File: config.mk
export PLATFORM = sky130hd
export DESIGN_NAME = lmdpl_output_decoder_flat
export DESIGN_NICKNAME = d
export VERILOG_FILES = /design/src/rtl/lmdpl_output_decoder_if.sv /design/src/rtl/lmdpl_output_decoder.sv /design/src/flat_wrapper.sv
export SDC_FILE = /design/constraint.sdc
export NUM_CORES = 1
export LEC_CHECK = 0
export ABC_AREA = 1
export BUFFER_PORTS_ARGS = -buffer_cell sky130_fd_sc_hd__buf_2
export CAP_MARGIN = 15
export CORE_MARGIN = 4
export CORE_UTILIZATION = 50
export CTS_BUF_LIST = sky130_fd_sc_hd__clkbuf_4
export DETAILED_ROUTE_END_ITERATION = 10
export GPL_TIMING_DRIVEN = 0
export MAX_ROUTING_LAYER = met4
export PLACE_DENSITY = 0.78
export SLEW_MARGIN = 40
export SYNTH_ARGS = -nofsm -noshare
export SYNTH_HDL_FRONTEND = slang
export SYNTH_SLANG_ARGS = --single-unit
File: constraint.sdc
create_clock -name clk -period 1.51 [get_ports clk]
set_input_delay 0.302 -clock clk [delete_from_list [all_inputs] [get_ports clk]]
set_output_delay 0.302 -clock clk [all_outputs]
set_load 0.01 [all_outputs]
File: src/rtl/lmdpl_output_decoder_if.sv
// Bus between the LMDPL gadget chain output and the unmasked consumer.
// The slave view belongs to the decoder; the master view drives rails and consumes words.
interface lmdpl_output_decoder_if #(
  parameter int WIDTH = 8
);
  logic             pre;
  logic [WIDTH-1:0] din_t;
  logic [WIDTH-1:0] din_f;
  logic [WIDTH-1:0] din_m;
  logic [WIDTH-1:0] dout;
  logic             dout_valid;
  logic             dout_ready;
  logic             fault;
  logic [1:0]       fault_code;
  logic             overflow;
  logic             clr_fault;

  modport master (
    output pre, din_t, din_f, din_m, dout_ready, clr_fault,
    input  dout, dout_valid, fault, fault_code, overflow
  );

  modport slave (
    input  pre, din_t, din_f, din_m, dout_ready, clr_fault,
    output dout, dout_valid, fault, fault_code, overflow
  );
endinterface

File: src/rtl/lmdpl_output_decoder.sv
// LMDPL bus receiver: follows the precharge/evaluate protocol, flags rail faults,
// unmasks completed words and offers them over a one-deep valid/ready buffer.
module lmdpl_output_decoder #(
  parameter int WIDTH   = 8,
  parameter int TIMEOUT = 15
) (
  input  logic                         clk,
  input  logic                         Po_rst,
  lmdpl_output_decoder_if.slave        bus
);

  typedef enum logic [1:0] {WAIT_PRE, ARMED, EVAL, DONE} state_t;

  localparam logic [7:0] TIMEOUT_C = 8'(TIMEOUT);

  localparam logic [1:0] CODE_RAIL    = 2'b01;
  localparam logic [1:0] CODE_TIMEOUT = 2'b10;
  localparam logic [1:0] CODE_PRECHG  = 2'b11;

  function automatic logic [WIDTH-1:0] unmask(input logic [WIDTH-1:0] t,
                                              input logic [WIDTH-1:0] m);
    return t ^ m;
  endfunction

  state_t           state_q, state_d;
  logic [7:0]       cnt_q, cnt_d;
  logic [WIDTH-1:0] dout_q, dout_d;
  logic             dout_valid_q, dout_valid_d;
  logic             fault_q, fault_d;
  logic [1:0]       fault_code_q, fault_code_d;
  logic             overflow_q, overflow_d;

  logic             all_done, any_bad, idle, xfer;
  logic             capture, new_fault;
  logic [1:0]       new_code;

  assign all_done = &(bus.din_t ^ bus.din_f);
  assign any_bad  = |(bus.din_t & bus.din_f);
  assign idle     = ~|(bus.din_t | bus.din_f);
  assign xfer     = dout_valid_q & bus.dout_ready;

  always_ff @(posedge clk or posedge Po_rst) begin
    if (Po_rst) begin
      state_q      <= WAIT_PRE;
      cnt_q        <= '0;
      dout_q       <= '0;
      dout_valid_q <= 1'b0;
      fault_q      <= 1'b0;
      fault_code_q <= 2'b00;
      overflow_q   <= 1'b0;
    end else begin
      state_q      <= state_d;
      cnt_q        <= cnt_d;
      dout_q       <= dout_d;
      dout_valid_q <= dout_valid_d;
      fault_q      <= fault_d;
      fault_code_q <= fault_code_d;
      overflow_q   <= overflow_d;
    end
  end

  // Protocol tracking: decides transitions, capture requests and fault events.
  always_comb begin
    state_d   = state_q;
    cnt_d     = cnt_q;
    capture   = 1'b0;
    new_fault = 1'b0;
    new_code  = 2'b00;
    unique case (state_q)
      WAIT_PRE: begin
        if (bus.pre && idle) state_d = ARMED;
      end
      ARMED: begin
        if (bus.pre && !idle) begin
          new_fault = 1'b1;
          new_code  = CODE_PRECHG;
          state_d   = WAIT_PRE;
        end else if (!bus.pre) begin
          state_d = EVAL;
          cnt_d   = '0;
        end
      end
      EVAL: begin
        if (any_bad) begin
          new_fault = 1'b1;
          new_code  = CODE_RAIL;
          state_d   = WAIT_PRE;
        end else if (bus.pre) begin
          new_fault = 1'b1;
          new_code  = CODE_PRECHG;
          state_d   = WAIT_PRE;
        end else if (all_done) begin
          capture = 1'b1;
          state_d = DONE;
        end else if (cnt_q == TIMEOUT_C) begin
          new_fault = 1'b1;
          new_code  = CODE_TIMEOUT;
          state_d   = WAIT_PRE;
        end else begin
          cnt_d = cnt_q + 8'd1;
        end
      end
      DONE: begin
        if (any_bad) begin
          new_fault = 1'b1;
          new_code  = CODE_RAIL;
          state_d   = WAIT_PRE;
        end else if (bus.pre && idle) begin
          state_d = ARMED;
        end else if (bus.pre) begin
          state_d = WAIT_PRE;
        end
      end
      default: state_d = WAIT_PRE;
    endcase
  end

  // Output buffer and sticky status; a capture may refill the slot being drained.
  always_comb begin
    dout_d       = dout_q;
    dout_valid_d = dout_valid_q;
    fault_d      = fault_q;
    fault_code_d = fault_code_q;
    overflow_d   = overflow_q;

    if (capture && (!dout_valid_q || bus.dout_ready)) begin
      dout_d       = unmask(bus.din_t, bus.din_m);
      dout_valid_d = 1'b1;
    end else begin
      if (xfer) dout_valid_d = 1'b0;
      if (capture) overflow_d = 1'b1;
      else if (bus.clr_fault) overflow_d = 1'b0;
    end

    // A same-cycle clear makes the incoming fault the first one.
    if (new_fault) begin
      fault_d      = 1'b1;
      fault_code_d = (fault_q && !bus.clr_fault) ? fault_code_q : new_code;
    end else if (bus.clr_fault) begin
      fault_d      = 1'b0;
      fault_code_d = 2'b00;
    end
  end

  assign bus.dout       = dout_q;
  assign bus.dout_valid = dout_valid_q;
  assign bus.fault      = fault_q;
  assign bus.fault_code = fault_code_q;
  assign bus.overflow   = overflow_q;

endmodule
File: src/flat_wrapper.sv
// flat-port wrapper written by rule: the top's interface ports become plain ports
module lmdpl_output_decoder_flat 
#(
  parameter int WIDTH   = 8,
  parameter int TIMEOUT = 15
)
  (clk, Po_rst, bus_pre, bus_din_t, bus_din_f, bus_din_m, bus_dout_ready, bus_clr_fault, bus_dout, bus_dout_valid, bus_fault, bus_fault_code, bus_overflow);
  lmdpl_output_decoder_if #(.WIDTH(WIDTH)) bus_i ();
  input  logic clk;
  input  logic Po_rst;
  input wire logic [$bits(bus_i.pre)-1:0] bus_pre;
  input wire logic [$bits(bus_i.din_t)-1:0] bus_din_t;
  input wire logic [$bits(bus_i.din_f)-1:0] bus_din_f;
  input wire logic [$bits(bus_i.din_m)-1:0] bus_din_m;
  input wire logic [$bits(bus_i.dout_ready)-1:0] bus_dout_ready;
  input wire logic [$bits(bus_i.clr_fault)-1:0] bus_clr_fault;
  output wire logic [$bits(bus_i.dout)-1:0] bus_dout;
  output wire logic [$bits(bus_i.dout_valid)-1:0] bus_dout_valid;
  output wire logic [$bits(bus_i.fault)-1:0] bus_fault;
  output wire logic [$bits(bus_i.fault_code)-1:0] bus_fault_code;
  output wire logic [$bits(bus_i.overflow)-1:0] bus_overflow;
  assign bus_i.pre = bus_pre;
  assign bus_i.din_t = bus_din_t;
  assign bus_i.din_f = bus_din_f;
  assign bus_i.din_m = bus_din_m;
  assign bus_i.dout_ready = bus_dout_ready;
  assign bus_i.clr_fault = bus_clr_fault;
  assign bus_dout = bus_i.dout;
  assign bus_dout_valid = bus_i.dout_valid;
  assign bus_fault = bus_i.fault;
  assign bus_fault_code = bus_i.fault_code;
  assign bus_overflow = bus_i.overflow;
  lmdpl_output_decoder #(.WIDTH(WIDTH), .TIMEOUT(TIMEOUT)) u_core (.clk(clk), .Po_rst(Po_rst), .bus(bus_i));
endmodule
==> results of run 1 <==
## layout make-up
class	count	area share
multi-input cells	167	0.497
flip-flops and latches	23	0.240
plain buffers	3	0.0140
inverters	34	0.0527
repair buffers	61	0.160
clock buffers	4	0.0124
well taps	46	0.0238
## worst max-delay path by stage
stage,startpoint,endpoint,slack [ns],depth (start not counted)
after floorplan,bus_din_f[4],u_core.bus.dout[4]$_DFFE_PP0P_,0.003,10
after global placement,bus_din_t[7],u_core.bus.dout[4]$_DFFE_PP0P_,-0.36,11
after detailed placement,bus_din_t[5],u_core.bus.dout[4]$_DFFE_PP0P_,-0.41,11
after CTS,u_core.cnt_q[0]$_DFFE_PP0P_,u_core.cnt_q[1]$_DFFE_PP0P_,-0.01,10
after global routing,u_core.cnt_q[0]$_DFFE_PP0P_,u_core.cnt_q[2]$_DFFE_PP0P_,-0.08,10
final,u_core.cnt_q[0]$_DFFE_PP0P_,u_core.cnt_q[1]$_DFFE_PP0P_,-0.02,10
## stage by stage
stage	worst slack, ns	power, mW	cell area (um2)	std cells	setup TNS, ns
CTS	-0.0103	2.06	2250	328	-0.0178
finish	-0.0221	2.19	2420	338	-0.0649
floorplan	0.00250	1.37	1820	227	0
detailed placement	-0.406	1.59	2090	314	-6.63
global route	-0.0789	2.34	2420	338	-1.02
global placement	-0.359	1.58	2090	314	-5.72
## critical path, delay by kind of cell, from the launching register on
family	cells	cell delay, ns
buffers and inverters	2	0.21
flip-flops	1	0.46
AND/OR/NAND/NOR	4	0.25
adder cells (fa/ha/maj)	1	0.18
AO/OA/AOI/OAI	3	0.33
## Yosys cell counts
cell / instances / share of area
a21oi_1: 3 / 0.0086
a21oi_2: 1 / 0.0050
buf_2: 1 / 0.0029
buf_4: 1 / 0.0043
buf_6: 1 / 0.0064
dfrtp_1: 23 / 0.33
ha_1: 17 / 0.12
inv_1: 32 / 0.069
inv_2: 2 / 0.0043
nand2_1: 53 / 0.11
nand2_2: 3 / 0.011
nand3_1: 11 / 0.032
nand3_2: 1 / 0.0057
nand4_1: 9 / 0.032
nand4_2: 1 / 0.0072
nor2_1: 22 / 0.047
nor2_2: 1 / 0.0036
nor2_4: 1 / 0.0064
nor2_8: 1 / 0.011
nor3_1: 1 / 0.0029
o21ai_0: 4 / 0.011
o21ai_1: 11 / 0.032
o21ai_2: 7 / 0.035
o21ai_4: 1 / 0.0093
o2bb2ai_1: 1 / 0.0050
or2_1: 3 / 0.011
or2_2: 2 / 0.0072
xnor2_1: 8 / 0.040
xor2_1: 5 / 0.025
## per-layer routing
layer | global-route usage | share of wire
met5 | - | 0
met4 | 0.0608 | 0.022
met3 | 0.0253 | 0.045
met2 | 0.358 | 0.53
met1 | 0.249 | 0.40
## registers in the layout, summed over array words and instances, names as in the netlist
| name | count |
|---|---|
| u_core.bus.dout | 8 |
| u_core.bus.dout_valid | 1 |
| u_core.bus.fault | 1 |
| u_core.bus.fault_code | 2 |
| u_core.bus.overflow | 1 |
| u_core.cnt_q | 8 |
| u_core.state_q | 2 |
## power breakdown
part	switching, mW	leakage [nW]	internal, mW
clock	0.197	0.0184	0.121
sequential	0.0576	0.304	0.689
combinational	0.620	0.928	0.502
## cell families after synthesis
kind of cell / after synthesis / share of synthesized area
AO/OA/AOI/OAI: 28 / 0.106
adder cells (fa/ha/maj): 17 / 0.122
buffers and inverters: 37 / 0.0867
flip-flops: 23 / 0.330
AND/OR/NAND/NOR: 109 / 0.291
XOR/XNOR: 13 / 0.0652
## timing repair
item                                   4_1_cts  5_1_grt
endpoints found under the hold margin        0        0
setup endpoints to repair                   20       21
cloned                                       1        0
resized for setup                            8       23
buffers inserted                             9       10
pin swaps                                    4        8
==> impl_results.md, run 1 <==
- # fillers: 277
- Post-DP HPWL: 3.18 mm
- First-pass GRT wire length: 6.95 mm
- Syn Inst Count: 227
- Worst setup margin: -0.0221 ns
- Die X: 67.1 um
- Post-synthesis net count: 273
- CP arrival: 1.75 ns
- Setup violation total in the final timing report: 7
- Area grow syn2layout: 38.6%
- CTS max path bufs: 2
- Mapped cell area: 1750 um2
- CP startpoint kind: register
- Total wire length: 4.42 mm
- # nets final: 339
- Max-Cap Viols: 0
- H-tree levels: 1
- Initial Utilization: 0.519
- Path depth of the worst reg2reg path: 10
- Area of the multi-input gates: 1200 um2
- Final Critical Period: 1.53 ns
- Unrepaired setup endpoints after global routing: true
- Part of the cycle the worst path needs: 1.01
- Crit. End Element: register
- CP Class: reg2reg
- CTS Hold Bufs: 0
- Die height: 67.1 um
- Worst EP required: 1.73 ns
- Clk slew on worst S/H paths: 0.14 ns
- Area of the core: 3360 um2
- Largest net degree at the start of global routing: 24
- Status: complete, but fails checks
- Sequential area share after synthesis: 0.330
- Final Hold Fails: 23
- CP max-delay cell: dfrtp_2
- Min-Delay Path Class: in2async
- Layout cells sized above 1: 0.459
- Inserted Diodes: 0
- DRT iter0 DRCs: 120
- Leak: 1.25 nW
- Reg-to-Reg Start: u_core.cnt_q[0]$_DFFE_PP0P_
- Skew final: 0.0169 ns
- Vias per std cell: 4.97
- R2R Path End: u_core.cnt_q[1]$_DFFE_PP0P_
- Largest fanout on the critical path: 5
- Maximum vdd drop: 0.492 mV
- Post-route ant nets: 0
- Worst reg2reg setup slack: -0.02 ns
- Cts bufs inserted: 3
- Clock Sinks: 23
- Port bufs: 41
- DR WL/cell: 13.1 um
- Gp weighted congestion: 0.952
- Register area: 582 um2
- Number of global-route vias before repair: 1,631
- Synthesis Warnings: 0
- Highest-count cells in the layout ignoring fill and taps: buf_2, nand2_1, inv_1
- Failing checks: negative hold slack, negative setup slack
- Post-route DRC violation count: 0
- Fmax: 653 MHz
- Slew headroom: 0.678
- Pins Over Slew Limit: 0
- GRT Total Usage: 0.206
- Grt ovf: 0
- Commonest non-fill, non-tap cell in the layout: buf_2
- 1st-pass router iterations: 4
- Final core utilization: 0.720
- Via count: 1,681
- Top Ports: 42
- Overall die area: 4500 um2
- CP Cell Sequence: ha_4 > nand3_4 > nor2_4 > inv_2 > nand2_2 > a21oi_2 > o21ai_4 > buf_8 > nand2_4 > o21ai_2
- Syn Area/Cell: 7.69 um2
- Hold WS: -0.0224 ns
- Initial antenna violation count: 0
- Cell Rows: 21
- Slowest stage delay, CP: 0.46 ns
- Synth unique cells: 29
- Worst Max-Slew Pin Slew: 0.483 ns
- Clock Latency Late Sink: 0.32 ns
- Pwr per Cell Area: 904 nW/um2
- Number of synthesized register bits: 23
- Clock root cell: clkbuf_4
- TritonCTS clock tree: done
(Power assumes the default switching activity.)
==> run 2: changes to the inputs <==
Settings changed: SKIP_LAST_GASP set to 1.
==> run 2 against run 1 <==
Against the previous run: the run still ends with negative hold slack, negative setup slack left; sequential share of layout area barely moved; routed wire length grew 0.97%; clock-buffer cell count is the same; final area hardly changed; cell count unchanged; global-route usage unchanged; largest cell class unchanged.
==> impl_results.md, run 2 (synthesis gave the netlist of run 1 again) <==
- Status: complete, but fails checks (unchanged)
- Failing checks: negative hold slack, negative setup slack (unchanged)
- Layout cells sized above 1: 0.455 (was 0.459)
- Gate power share: 0.514 (was 0.513)
- CP Class: reg2reg (unchanged)
- Worst setup margin: -0.0232 ns (was -0.0221 ns)
- Switching share of total power: 0.401 (was 0.400)
- Clock root cell: clkbuf_4 (unchanged)
- Skew final: 0.0119 ns (was 0.0169 ns)
- Slew headroom: 0.669 (was 0.678)
- Fin cells: 338 (unchanged)
- Maximum vdd drop: 0.497 mV (was 0.492 mV)
- Worst Max-Slew Pin Slew: 0.496 ns (was 0.483 ns)
- Clock Sinks: 23 (unchanged)
- Pwr per Cell Area: 905 nW/um2 (was 904 nW/um2)
- CP startpoint kind: register (unchanged)
- Via count: 1,695 (was 1,681)
- Internal power: 1.31 mW (about the same)
- Hold WS: -0.0151 ns (was -0.0224 ns)
- Dpl ws: -0.406 ns (unchanged)
- Die height: 67.1 um (unchanged)
- DR WL/cell: 13.2 um (was 13.1 um)
- Post-DP HPWL: 3.18 mm (unchanged)
- Path depth of the worst reg2reg path: 10 (unchanged)
- GRT Total Usage: 0.206 (unchanged)
- H-tree levels: 1 (unchanged)
- Final Hold Fails: 22 (was 23)
- Clock Latency Late Sink: 0.32 ns (about the same)
- Worst reg2reg setup slack: -0.02 ns (about the same)
- Vias per std cell: 5.01 (was 4.97)
- Setup violation total in the final timing report: 8 (was 7)
- Clk slew on worst S/H paths: 0.14 ns (about the same)
- # nets final: 339 (unchanged)
- Final instance area: 2420 um2 (about the same)
- Worst EP required: 1.73 ns (about the same)
- 1st-pass router iterations: 4 (unchanged)
- DRT iter0 DRCs: 132 (was 120)
- Unrepaired setup endpoints after global routing: true (unchanged)
- R2R Path End: u_core.cnt_q[1]$_DFFE_PP0P_ (unchanged)
- Pins Over Slew Limit: 0 (unchanged)
- P_sw: 0.878 mW (was 0.874 mW)
- Largest net degree at the start of global routing: 24 (unchanged)
- First-pass GRT wire length: 6.95 mm (unchanged)
- Inserted Diodes: 0 (unchanged)
- Total wire length: 4.46 mm (was 4.42 mm)
- Number of global-route vias before repair: 1,631 (unchanged)
- Grt ovf: 0 (unchanged)
- Highest-count cells in the layout ignoring fill and taps: buf_2, nand2_1, inv_1 (unchanged)
- Sequential power share: 0.341 (was 0.342)
- Largest fanout on the critical path: 5 (unchanged)
- CTS max path bufs: 2 (unchanged)
- Area grow syn2layout: 38.5% (was 38.6%)
- Reg-to-Reg Start: u_core.cnt_q[0]$_DFFE_PP0P_ (unchanged)
- Post-place instance area: 2090 um2 (unchanged)
- Cell Rows: 21 (unchanged)
- Die X: 67.1 um (unchanged)
- Port bufs: 41 (unchanged)
- Overall die area: 4500 um2 (unchanged)
- Max-Cap Viols: 0 (unchanged)
- Leak: 1.25 nW (about the same)
- Crit. End Element: register (unchanged)
- Initial Utilization: 0.519 (unchanged)
- CP arrival: 1.75 ns (about the same)
- Part of the cycle the worst path needs: 1.02 (was 1.01)
- TritonCTS clock tree: done (unchanged)
- Post-route DRC violation count: 0 (unchanged)
- Cts bufs inserted: 3 (unchanged)
- Gp weighted congestion: 0.952 (unchanged)
- Placed Instances: 314 (unchanged)
- Setup TNS: -0.0998 ns (was -0.0649 ns)
- Clock share of power: 0.145 (was 0.146)
- Top Ports: 42 (unchanged)
- Min-Delay Path Class: in2async (unchanged)
- Fmax: 652 MHz (was 653 MHz)
- Initial antenna violation count: 0 (unchanged)
- Final Critical Period: 1.53 ns (about the same)
- Post-route ant nets: 0 (unchanged)
- # fillers: 278 (was 277)
- Commonest non-fill, non-tap cell in the layout: buf_2 (unchanged)
- Area of the core: 3360 um2 (unchanged)
[run 2: timing repair]
action / CTS / global route
pin swaps: 4 / 8
resized for setup: 8 / 22
cloned: 1 / 0
setup buffers: 9 / 10
hold buffers: 0 / 0
setup endpoints to repair: 20 / 21
[run 2: final cells by class]
cell class | count | area (um2) | share of cell area
Multi-Input combinational cell | 167 | 1200 | 0.497
Sequential cell | 23 | 581 | 0.240
Tap cell | 46 | 57.6 | 0.0238
Timing Repair Buffer | 61 | 388 | 0.160
Inverter | 34 | 128 | 0.0527
Clock buffer | 4 | 30.0 | 0.0124
Buffer | 3 | 33.8 | 0.0140
[run 2: metrics by stage]
step	power (mW)	utilization
final	2.19	0.719
after detailed placement	1.59	0.620
after CTS	2.06	0.670
after floorplan	1.37	-
after global routing	2.34	0.719
after global placement	1.58	0.620
[run 2: worst max-delay path: stages, from the launching register on]
cell     delay, ns
dfrtp_2       0.46
ha_4          0.18
nand3_4       0.09
nor2_4        0.04
inv_2         0.05
nand2_2       0.05
a21oi_2       0.17
o21ai_4       0.12
buf_8         0.16
nand2_4       0.05
o21ai_2       0.05
[run 2: worst max-delay path by stage]
stage               depth (start not counted)  slack (ns)                              to                          start
floorplan                                  10       0.003  u_core.bus.dout[4]$_DFFE_PP0P_                   bus_din_f[4]
global placement                           11       -0.36  u_core.bus.dout[4]$_DFFE_PP0P_                   bus_din_t[7]
CTS                                        10       -0.01     u_core.cnt_q[1]$_DFFE_PP0P_    u_core.cnt_q[0]$_DFFE_PP0P_
finish                                     10       -0.02     u_core.cnt_q[1]$_DFFE_PP0P_    u_core.cnt_q[0]$_DFFE_PP0P_
global route                                8       -0.08     u_core.cnt_q[2]$_DFFE_PP0P_  u_core.state_q[1]$_DFFE_PP0P_
detailed placement                         11       -0.41  u_core.bus.dout[4]$_DFFE_PP0P_                   bus_din_t[5]
[run 2: metal layers]
| layer | track usage | up-vias | routed length [um] | share of wire |
|---|---|---|---|---|
| met2 | 0.358 | 46 | 2360 | 0.53 |
| met4 | 0.0608 | 0 | 93 | 0.021 |
| li1 | - | 852 | - | - |
| met3 | 0.0253 | 10 | 150 | 0.034 |
| met5 | - | - | 0 | 0 |
| met1 | 0.249 | 787 | 1860 | 0.42 |
[run 2: power by group through the flow]
stage                     Combinational [mW]  Sequential, mW  Clock [mW]
after floorplan                        0.596           0.772           0
after global placement                 0.815           0.761           0
after detailed placement               0.825           0.765           0
final                                   1.13           0.748       0.318
after global routing                    1.24           0.754       0.347
after CTS                              0.994           0.751       0.313
==> run 3: changes to the inputs <==
Settings changed: ABC_AREA 1 to not set, CORE_UTILIZATION 50 to 49, PLACE_DENSITY 0.78 to 0.79.
==> run 3 against run 2 <==
Against the previous run: the flow still finishes with violations (negative hold slack, negative setup slack); final area increased by 0.83%; routed wire length grew 10%; clock skew is 0.0071 ns lower; largest power group is now sequential cells; critical path depth shrank 5; clock power shrank 4%; total power down 46%.
==> impl_results.md, run 3 <==
- Initial Utilization: 0.533 (was 0.519)
- Fin cells: 259 (was 338)
- Yosys top cell by area: dfrtp_1 (unchanged)
- Mapped cell area: 1520 um2 (was 1750 um2)
- Commonest non-fill, non-tap cell in the layout: buf_4 (was buf_2)
- Synth Area in Adders: 0.140 (was 0.122)
- Fmax: 579 MHz (was 652 MHz)
- Final Critical Period: 1.73 ns (was 1.53 ns)
- Initial antenna violation count: 0 (unchanged)
- Max-Cap Viols: 0 (unchanged)
- Most common flop cell mapped by yosys: dfrtp_1 (unchanged)
- Total wire length: 4.91 mm (was 4.46 mm)
- Setup violation total in the final timing report: 21 (was 8)
- Compound-gate portion of the synthesized area: 0.0930 (was 0.106)
- Syn Area/Cell: 9.81 um2 (was 7.69 um2)
- Largest fanout on the critical path: 5 (unchanged)
- CTS max path bufs: 2 (unchanged)
- Overall die area: 4060 um2 (was 4500 um2)
- DR WL/cell: 19.0 um (was 13.2 um)
- Mux contribution to synthesized area: 0.0658 (was 0)
- Synthesis Warnings: 0 (unchanged)
- Part of the cycle the worst path needs: 1.14 (was 1.02)
- Dpl ws: -0.576 ns (was -0.406 ns)
- Top-count cell post-synth: dfrtp_1 (was nand2_1)
- Skew final: 0.00483 ns (was 0.0119 ns)
- Register area: 579 um2 (was 581 um2)
- Maximum vdd drop: 0.423 mV (was 0.497 mV)
- Area of the core: 2850 um2 (was 3360 um2)
- Area share of the largest cell type after synthesis: 0.379 (was 0.330)
- Number of synthesized register bits: 23 (unchanged)
- DRT iter0 DRCs: 103 (was 132)
- Final instance area: 2440 um2 (was 2420 um2)
- Final Hold Fails: 23 (was 22)
- Port bufs: 41 (unchanged)
- Main combinational cell family by area after synthesis: simple AND/OR/NAND/NOR gates (unchanged)
- Status: complete, but fails checks (unchanged)
- # fillers: 142 (was 278)
- Unrepaired setup endpoints after global routing: true (unchanged)
- Inserted Diodes: 0 (unchanged)
- Overall power: 1.18 mW (was 2.19 mW)
- Via count: 1,499 (was 1,695)
- Cell Rows: 19 (was 21)
- Post-Synth XOR/XNOR Area: 0.0691 (was 0.0652)
- Setup TNS: -2.19 ns (was -0.0998 ns)
- GRT Total Usage: 0.204 (was 0.206)
- CP startpoint kind: register (unchanged)
- Pwr per Cell Area: 484 nW/um2 (was 905 nW/um2)
- Sequential area share after synthesis: 0.379 (was 0.330)
- Placed Instances: 227 (was 314)
- Clk slew on worst S/H paths: 0.14 ns (about the same)
- Gate power share: 0.220 (was 0.514)
- Post-DP HPWL: 2.65 mm (was 3.18 mm)
- Pins Over Slew Limit: 0 (unchanged)
- P_sw: 0.335 mW (was 0.878 mW)
- Clock root cell: clkbuf_4 (unchanged)
- # nets final: 275 (was 339)
- TritonCTS clock tree: done (unchanged)
- Clock Sinks: 23 (unchanged)
- Crit. End Element: register (unchanged)
- Post-route ant nets: 0 (unchanged)
- Vias per std cell: 5.79 (was 5.01)
- Area of the multi-input gates: 1160 um2 (was 1200 um2)
- Internal power: 0.845 mW (was 1.31 mW)
- CP arrival: 1.98 ns (was 1.75 ns)
- 1st-pass router iterations: 4 (unchanged)
- Top post-synthesis cells by count: dfrtp_1, inv_1, ha_1 (was nand2_1, inv_1, dfrtp_1)
- Grt ovf: 0 (unchanged)
- Number of global-route vias before repair: 1,502 (was 1,631)
- FFs w/ async S/R, synth: 1.00 (unchanged)
- Highest-count cells in the layout ignoring fill and taps: buf_4, buf_2, dfrtp_1 (was buf_2, nand2_1, inv_1)
- Slew headroom: 0.660 (was 0.669)
- Cts bufs inserted: 3 (unchanged)
- Failing checks: negative hold slack, negative setup slack (unchanged)
- Syn Inst Count: 155 (was 227)
- Die height: 63.7 um (was 67.1 um)
- Number of synthesized flops with an enable pin: 0 (unchanged)
- Sequential power share: 0.522 (was 0.341)
- Post-place instance area: 1960 um2 (was 2090 um2)
- Die X: 63.7 um (was 67.1 um)
- Top Ports: 42 (unchanged)
- Clock Latency Late Sink: 0.32 ns (about the same)
- Min-Delay Path Class: in2async (unchanged)
- First-pass GRT wire length: 6.51 mm (was 6.95 mm)
- Layout cells sized above 1: 0.596 (was 0.455)
- Leading post-synthesis cells by cell area: dfrtp_1, ha_1, mux2_2, inv_1, xor2_1 (was dfrtp_1, ha_1, nand2_1, inv_1, nor2_1)
- Worst setup margin: -0.218 ns (was -0.0232 ns)
- Leak: 1.24 nW (was 1.25 nW)
- Hold WS: -0.0106 ns (was -0.0151 ns)
- Final core utilization: 0.855 (was 0.719)
- Largest net degree at the start of global routing: 24 (unchanged)
- Worst Max-Slew Pin Slew: 0.509 ns (was 0.496 ns)
- Switching share of total power: 0.284 (was 0.401)
- Simple-Gate Fraction of Synth Area: 0.198 (was 0.291)
- Gp weighted congestion: 0.914 (was 0.952)
- CP Class: reg2reg (unchanged)
- Area grow syn2layout: 60.5% (was 38.5%)
- Synth unique cells: 35 (was 29)
- Post-synthesis net count: 201 (was 273)
- Clock share of power: 0.258 (was 0.145)
- H-tree levels: 1 (unchanged)
- Worst EP required: 1.77 ns (was 1.73 ns)
- Post-route DRC violation count: 0 (unchanged)
run 3: cell count changes after synthesis, moves of 7 or more:
cell	before	now
nand2_1	53	8
mux2_2	0	8
nor2_1	22	8
o21ai_2	7	0
inv_1	32	21
o21ai_1	11	0
run 3: final cells by class:
cell class | count | area share
clock buffer | 3 | 0.00923
multi-input combinational | 110 | 0.477
inverter | 21 | 0.0456
clock inverter | 1 | 0.00205
sequential | 23 | 0.237
timing repair buffer | 69 | 0.208
buffer | 1 | 0.00462
tap | 31 | 0.0159
run 3: cells by family after synthesis:
| logic type | count (synthesis) |
|---|---|
| adder cells (fa/ha/maj) | 17 |
| AO/OA/AOI/OAI | 20 |
| AND/OR/NAND/NOR | 52 |
| XOR/XNOR | 12 |
| flip-flops | 23 |
| buffers and inverters | 22 |
| multiplexers | 9 |
run 3: metal layers:
layer,track usage,part of all wire
met1,0.230,0.40
met2,0.374,0.52
met3,0.0320,0.055
met4,0.0485,0.031
met5,-,0
run 3: final timing paths:
| path | startpoint | endpoint | slack (ns) | cells after the start |
|---|---|---|---|---|
| worst max-delay path | u_core.cnt_q[0]$_DFFE_PP0P_ | u_core.cnt_q[6]$_DFFE_PP0P_ | -0.22 | 5 |
| worst min-delay path | Po_rst | u_core.cnt_q[7]$_DFFE_PP0P_ | -0.01 | 2 |
| worst max register to register | u_core.cnt_q[0]$_DFFE_PP0P_ | u_core.cnt_q[6]$_DFFE_PP0P_ | -0.22 | 5 |
| worst min register to register | u_core.bus.dout[7]$_DFFE_PP0P_ | u_core.bus.dout[7]$_DFFE_PP0P_ | 0.52 | 1 |
| max in group asynchronous | Po_rst | u_core.state_q[1]$_DFFE_PP0P_ | 1.15 | 2 |
| min in group clk | bus_clr_fault | u_core.bus.overflow$_DFFE_PP0P_ | 0.18 | 2 |
run 3: repair_timing:
action                                  4_1_cts  5_1_grt
endpoints found under the setup margin       18       21
setup buffers                                14       14
pin swaps                                    23       18
resized for setup                            29       30
hold buffers                                  0        0
run 3: worst max-delay path, stage by stage, from the launching register on:
cell	delay, ns
dfrtp_1	0.41
ha_2	0.21
and3_4	0.20
a21bo_4	0.27
or4_4	0.43
a21oi_2	0.15
run 3: power by group through the flow:
| stage | logic [mW] | registers, mW | clock network, mW |
|---|---|---|---|
| final | 0.260 | 0.616 | 0.305 |
| after global placement | 0.170 | 0.628 | 0 |
| after global routing | 0.283 | 0.616 | 0.331 |
| after detailed placement | 0.179 | 0.628 | 0 |
| after CTS | 0.216 | 0.616 | 0.297 |
| after floorplan | 0.0897 | 0.628 | 0 |
